==> src/rtl/scan_chain_loader.sv <==
// scan_chain_loader: serially loads a control-register scan chain and captures
// the previous chain contents shifted out of the dummy stage.
// Optional feature macro: READBACK_VERIFY_EN -- adds a second (VERIFY) pass of
// the latched word and a mismatch flag comparing the readback with that word.
module scan_chain_loader #(
    parameter int CHAIN_LEN = 34,
    parameter int CLK_DIV   = 4
) (
    input  logic                 clk,
    input  logic                 reset,
    input  logic                 start,
    input  logic [CHAIN_LEN-1:0] cfg_word,
    output logic                 busy,
    output logic                 done,
    output logic [CHAIN_LEN-1:0] rd_word,
    output logic                 sr_clk,
    output logic                 sr_data,
    input  logic                 sr_dout
`ifdef READBACK_VERIFY_EN
    ,
    output logic                 mismatch
`endif
);

    localparam int DW = (CLK_DIV > 1) ? $clog2(CLK_DIV) : 1;
    localparam int BW = (CHAIN_LEN > 1) ? $clog2(CHAIN_LEN) : 1;
    localparam logic [DW-1:0] DIV_LAST = DW'(CLK_DIV - 1);
    localparam logic [BW-1:0] BIT_LAST = BW'(CHAIN_LEN - 1);

`ifdef READBACK_VERIFY_EN
    typedef enum logic [1:0] {S_IDLE = 2'd0, S_SHIFT = 2'd1, S_DONE = 2'd2, S_VERIFY = 2'd3} state_t;
`else
    typedef enum logic [1:0] {S_IDLE = 2'd0, S_SHIFT = 2'd1, S_DONE = 2'd2} state_t;
`endif

    state_t                 state_q, state_d;
    logic [DW-1:0]          div_cnt_q, div_cnt_d;
    logic [BW-1:0]          bit_cnt_q, bit_cnt_d;
    logic [CHAIN_LEN-1:0]   word_q, word_d;      // latched load word
    logic [CHAIN_LEN-1:0]   tx_q, tx_d;          // outgoing bits, MSB is next to send
    logic [CHAIN_LEN-1:0]   cap_q, cap_d;        // samples from sr_dout, first sample ends at MSB
    logic [CHAIN_LEN-1:0]   rd_word_q, rd_word_d;
    logic                   busy_q, busy_d;
    logic                   done_q, done_d;
    logic                   sr_clk_q, sr_clk_d;
    logic                   sr_data_q, sr_data_d;
    logic                   mismatch_q, mismatch_d;
    logic                   pass_end;

    // Next-state and next-output computation for the load sequencer
    always_comb begin
        state_d    = state_q;
        div_cnt_d  = div_cnt_q;
        bit_cnt_d  = bit_cnt_q;
        word_d     = word_q;
        tx_d       = tx_q;
        cap_d      = cap_q;
        rd_word_d  = rd_word_q;
        busy_d     = busy_q;
        done_d     = 1'b0;
        sr_clk_d   = sr_clk_q;
        sr_data_d  = sr_data_q;
        mismatch_d = mismatch_q;
        pass_end   = 1'b0;

        case (state_q)
            S_IDLE: begin
                sr_clk_d  = 1'b0;
                sr_data_d = 1'b0;
                if (start) begin
                    word_d    = cfg_word;
                    tx_d      = cfg_word;
                    sr_data_d = cfg_word[CHAIN_LEN-1];
                    bit_cnt_d = '0;
                    div_cnt_d = '0;
                    busy_d    = 1'b1;
                    state_d   = S_SHIFT;
                end
            end
`ifdef READBACK_VERIFY_EN
            S_SHIFT, S_VERIFY: begin
`else
            S_SHIFT: begin
`endif
                if (div_cnt_q != DIV_LAST) begin
                    div_cnt_d = div_cnt_q + DW'(1);
                end else begin
                    div_cnt_d = '0;
                    if (!sr_clk_q) begin
                        // rising edge of sr_clk: the chain shifts, capture its output
                        sr_clk_d = 1'b1;
                        cap_d    = {cap_q[CHAIN_LEN-2:0], sr_dout};
                    end else if (bit_cnt_q != BIT_LAST) begin
                        // falling edge: present the next bit
                        sr_clk_d  = 1'b0;
                        bit_cnt_d = bit_cnt_q + BW'(1);
                        tx_d      = tx_q << 1;
                        sr_data_d = tx_q[CHAIN_LEN-2];
                    end else begin
                        sr_clk_d  = 1'b0;
                        bit_cnt_d = '0;
                        pass_end  = 1'b1;
                    end
                end
            end
            S_DONE: begin
                state_d = S_IDLE;
            end
            default: begin
                state_d = S_IDLE;
            end
        endcase

        if (pass_end) begin
`ifdef READBACK_VERIFY_EN
            if (state_q == S_SHIFT) begin
                // second pass starts immediately with the same word
                state_d   = S_VERIFY;
                tx_d      = word_q;
                sr_data_d = word_q[CHAIN_LEN-1];
            end else begin
                state_d    = S_DONE;
                busy_d     = 1'b0;
                done_d     = 1'b1;
                sr_data_d  = 1'b0;
                rd_word_d  = cap_q;
                mismatch_d = (cap_q != word_q);
            end
`else
            state_d    = S_DONE;
            busy_d     = 1'b0;
            done_d     = 1'b1;
            sr_data_d  = 1'b0;
            rd_word_d  = cap_q;
`endif
        end
    end

    // State and registered outputs, cleared asynchronously by reset
    always_ff @(posedge clk or posedge reset) begin
        if (reset) begin
            state_q    <= S_IDLE;
            div_cnt_q  <= '0;
            bit_cnt_q  <= '0;
            word_q     <= '0;
            tx_q       <= '0;
            cap_q      <= '0;
            rd_word_q  <= '0;
            busy_q     <= 1'b0;
            done_q     <= 1'b0;
            sr_clk_q   <= 1'b0;
            sr_data_q  <= 1'b0;
            mismatch_q <= 1'b0;
        end else begin
            state_q    <= state_d;
            div_cnt_q  <= div_cnt_d;
            bit_cnt_q  <= bit_cnt_d;
            word_q     <= word_d;
            tx_q       <= tx_d;
            cap_q      <= cap_d;
            rd_word_q  <= rd_word_d;
            busy_q     <= busy_d;
            done_q     <= done_d;
            sr_clk_q   <= sr_clk_d;
            sr_data_q  <= sr_data_d;
            mismatch_q <= mismatch_d;
        end
    end

    assign busy    = busy_q;
    assign done    = done_q;
    assign rd_word = rd_word_q;
    assign sr_clk  = sr_clk_q;
    assign sr_data = sr_data_q;
`ifdef READBACK_VERIFY_EN
    assign mismatch = mismatch_q;
`else
    // single-pass build has no compare output
    logic unused_mismatch;
    assign unused_mismatch = mismatch_q;
`endif

endmodule

==> config.mk <==
export PLATFORM = sky130hd
export DESIGN_NAME = scan_chain_loader
export DESIGN_NICKNAME = d
export VERILOG_FILES = /design/src/rtl/scan_chain_loader.sv
export SDC_FILE = /design/constraint.sdc
export NUM_CORES = 1
export LEC_CHECK = 0
export CAP_MARGIN = 25
export CORE_MARGIN = 1
export CORE_UTILIZATION = 50
export CTS_BUF_LIST = sky130_fd_sc_hd__clkbuf_4 sky130_fd_sc_hd__clkbuf_8 sky130_fd_sc_hd__clkbuf_16
export CTS_CLUSTER_SIZE = 30
export DETAILED_ROUTE_END_ITERATION = 8
export GPL_TIMING_DRIVEN = 0
export PLACE_DENSITY = 0.75
export SETUP_SLACK_MARGIN = 0.3
export SYNTH_ARGS = -nofsm -noshare
export SYNTH_HDL_FRONTEND = slang
export SYNTH_SLANG_ARGS = --single-unit
==> constraint.sdc <==
create_clock -name clk -period 7.71 [get_ports clk]
set_input_delay 1.1565 -clock clk [delete_from_list [all_inputs] [get_ports clk]]
set_output_delay 1.1565 -clock clk [all_outputs]
set_load 0.02 [all_outputs]
Word level (Yosys, flattened, before mapping)
Cells that the tools add are included.

Shift operators: 0. Divide/modulo/power cells: 0. Equal/unequal tests: 12. $lt $le $gt $ge: 0. $mul: 0. Bitwise gates (word level): 2. Muxes and demuxes: 33. Reductions and logical operators: 13. Add/subtract/negate cells: 2.

Operators by type and width (count): $mux W33 (4); $pmux W33 S2 (1); $mux W6 (4); $mux W1 (15); $ne A2 B2 Y1 const B (6); $ne A3 B3 Y1 const B (4); $pmux W6 S2 (1); $mux W2 (4); $pmux W2 S2 (2); $reduce_and A2 Y1 (4); $reduce_and A4 Y1 (2); $add A6 B1 Y6 const B (1); $ne A6 B6 Y1 const B (1); $reduce_bool A2 Y1 (3); $reduce_and A5 Y1 (1); $pmux W1 S2 (2); $reduce_and A3 Y1 (1); $reduce_bool A3 Y1 (1); $add A2 B1 Y2 const B (1); $eq A2 B1 Y1 const B (1); $logic_not A2 Y1 (1); $not A1 Y1 (2).

Register bits after elaboration: 115. Input bits: 38. Memory bits (read-only): 0. Latch bits: 0. Memory bits (writable): 0. Output and inout bits: 38. Memories: 0. Logic and storage cells: 72.

Logic depth before layout (Yosys ltp)
Depth in word-level cells: 7. Mapped depth: 8. Mapped depth without buffers: 5.

Worst setup path after synthesis
Ideal clock, no wire load.

Path kind: input port to flip-flop. Start: input start. End: register tx_q[10]. Arrival: 2.214 ns. Setup slack: 5.371 ns. Stages: 5. Buffers on the path: 1. Required time: 7.585 ns. Library setup time: 0.125 ns. Cell sequence: nor3b_4 -> nor2_4 -> a21oi_4 -> buf_6 -> mux2_2.

Cells in the longest elaborated chain, start to end: 2.

RTL lines: start, declared (line 11) `input logic start,`; $ne A2 B2 Y1 (no line); $reduce_and A5 Y1 (no line); end signal, assigned (line 159) `tx_q <= tx_d;`; end, declared (line 40) `logic [CHAIN_LEN-1:0] tx_q, tx_d;`.

No other way between the ends. A chain may end at the register's enable or synchronous reset.

Worst setup path after layout
Start: register sr_clk_q, in the netlist sr_clk. End: output sr_clk.

RTL lines: start, declared (line 45) `logic sr_clk_q, sr_clk_d;`; start signal, assigned (line 164) `sr_clk_q <= sr_clk_d;`; end, declared (line 16) `output logic sr_clk,`.

No word-level cell between the ends.

==> results.cfg <==
[run_status]
status = completed

[logic_synthesis]
synth_cell_types = 42
seq_area_frac_synth_pct = 56.5
synth_area_leaders = dfrtp_1 (57%), mux2_2 (16%), mux2_4 (8.3%), nand2_1 (7.2%), buf_6 (1.8%)
synth_fp_nets = 427
ys.flop_type = dfrtp_1
ys_seq_elements = 115
yosysTopAreaCell = dfrtp_1
synthTopCellsByCount = dfrtp_1 (115), nand2_1 (97), mux2_2 (71), mux2_4 (28), buf_6 (8)
synth_edf_count = 0
netlist.area_leader.share_pct = 56.5
yosysMostFrequentCell = dfrtp_1
syn_area_um2 = 5090
avgSynthCellArea_um2 = 13.2
synth_warnings = 0
syn_inst = 386
async_flop_share_pct = 100

[pwr]
powerDensity_nw_per_um2 = 309
pwr-share-clk_pct = 37.5
swShare_pct = 28.1
power_frac_seq_pct = 40.4
p_int_w = 0.00147
power_leakage_nw = 3.12
vdd_drop_max_uv = 166
combPwrFrac_pct = 22.0
p_sw_w = 0.000574

[sta]
hold_violations = 0
clock_skew_ns = 0.00818
max_slew_margin_pct = 55.0
fmaxAchievable_ghz = 0.355
slew_violations = 0
worst_pin_slew_ns = 0.675
period_needed_ns = 2.82
tns_ns = 0
fin_crit_sh_pct = 36.5
setup-violations-final = 0
rsz0062_at_grt = no
fin_ws_ns = 4.89
whs_ns = 0.498

[floorplan]
start_util_pct = 51.8
rows = 36
dieArea_um2 = 10600
coreArea_um2 = 9820
die_y_um = 103
die_w_um = 103
io_pins = 76

[critical_path]
reg2reg_to = rd_word[15]$_DFFE_PP0P_
crit_path_end_kind = primary output
path_max_fanout = 6
cp_top_family = buffers and inverters
arrival_ns = 1.66
crit_type = reg2out
worstReg2RegStart = bit_cnt_q[3]$_DFFE_PP0P_
path_buf_inv = 1
critPathLaunchType = register
required_ns = 6.55
reg2reg_depth = 7
critical_path.cell_chain = clkdlybuf4s50_1
r2r_slack_ns = 5.79
cpPeakStageDelay_ns = 0.68
critPathSlowestCell = clkdlybuf4s50_1

[drt]
postRouteAntennaNets = 0
routedWlPerCell_um = 14.3
drc_errors = 0
dr.first_iter.drc_count = 121
wirelength_mm = 8.94
vias = 3164
drtPass1Iterations = 4
vias_per_cell = 5.05

[clocking]
clock_sinks = 115
cts_buffer_depth = 2
clock_latency_ns = 0.51
clk_pin_slew_ns = 0.06
post_cts_buffers = 0
cts_buffers = 17
cts_resized = 0
root_buffer = clkbuf_8
hold_buffers = 0
cts-htree-levels = 4
tritoncts = done

[placement]
gp_congestion = 0.767
pre_cts_slack_ns = 4.67
post_dp_cell_area_um2 = 6040
dp_hpwl_mm = 5.93
port_buffers = 75

[finish]
drive_gt1_share_pct = 32.0
final_util_pct = 67.4
n_fill_cell = 746
final_cell_area_um2 = 6620
antenna_cells = 0
area_growth_pct = 30.1
layout.nets = 522

[global_routing]
antenna_found_initial = 0
grt.total_usage_pct = 19.4
grt_max_degree = 61
first_global_vias = 3294
grt-ovfl-total = 0
grt_pass1_wl_mm = 15.4

[min_path]
min_delay_path_depth = 1
min-delay-start = tx_q[6]$_DFFE_PP0P_
hp-class = reg2reg
min_to = tx_q[6]$_DFFE_PP0P_

[run]
maxCapViolCount = 0
==> state kept, by name, indices dropped and copies added, names as in the netlist <==
register,count
bit_cnt_q,6
busy,1
cap_q,34
div_cnt_q,2
done,1
rd_word,34
sr_clk,1
sr_data,1
state_q,2
tx_q,33
==> power groups by stage <==
stage                     Clock (W)  Combinational [W]  Sequential, W
final                      0.000768           0.000450       0.000827
after global routing       0.000815           0.000506       0.000846
after CTS                  0.000781           0.000457       0.000827
after detailed placement          0           0.000452       0.000836
after global placement            0           0.000435       0.000828
after floorplan                   0           0.000360       0.000817
==> how the worst max path moves through the flow <==
| stage | from | slack, ns | cells past startpoint | endpoint |
|---|---|---|---|---|
| floorplan | reset | 3.51 | 1 | bit_cnt_q[0]$_DFFE_PP0P_ |
| global placement | reset | 1.94 | 2 | tx_q[6]$_DFFE_PP0P_ |
| detailed placement | start | 4.67 | 6 | tx_q[3]$_DFFE_PP0P_ |
| CTS | sr_clk$_DFFE_PP0P_ | 4.87 | 1 | sr_clk |
| global route | sr_clk$_DFFE_PP0P_ | 4.82 | 1 | sr_clk |
| finish | sr_clk$_DFFE_PP0P_ | 4.89 | 1 | sr_clk |
==> per-stage QoR <==
stage	total power [W]	cells
global placement	0.00126	594
detailed placement	0.00129	595
CTS	0.00206	627
finish	0.00205	627
global route	0.00217	627
floorplan	0.00118	386
==> layer usage <==
metal	track usage [%]	vias up	wire length [um]
li1	-	1508	-
met1	23.7	1587	3980
met2	31.6	63	4460
met3	7.05	6	424
met4	7.58	0	75
met5	0	-	0
==> placed cells by master (no fill, tap or decap), drive strengths merged, types with 2 or more instances in the layout <==
cell and count:
clkdlybuf4s50 75, and3 2, dfrtp 115, buf 17, nand2 97, inv 11, nand2b 2, clkinv 6
o21ai 4, nor2b 3, bufinv 2, ha 3, xor2 3, clkbuf 22, o21bai 2, a22o 2
a21oi 3, nor3b 4, nor2 6, a21o 2, mux2 100
==> kinds of logic (layout without fill, tap and decap cells) <==
logic type / count (synthesis) / in the layout / share of synthesized area [%]
buf+inv: 25 / 133 / 4.11
fa+ha+maj: 3 / 3 / 0.738
compound gates: 18 / 18 / 2.70
simple gates: 121 / 121 / 11.0
mux: 101 / 101 / 24.4
flops: 115 / 115 / 56.5
xor+xnor: 3 / 3 / 0.516
==> area by class of cell <==
type | count | area [um2] | area share (%)
multi-input combinational | 246 | 2000 | 30.2
buffer | 21 | 194 | 2.93
clock inverter | 15 | 171 | 2.59
inverter | 4 | 17.5 | 0.265
clock buffer | 17 | 414 | 6.25
tap | 133 | 166 | 2.51
sequential | 115 | 2880 | 43.5
timing repair buffer | 76 | 778 | 11.8
(Power assumes the default switching activity.)
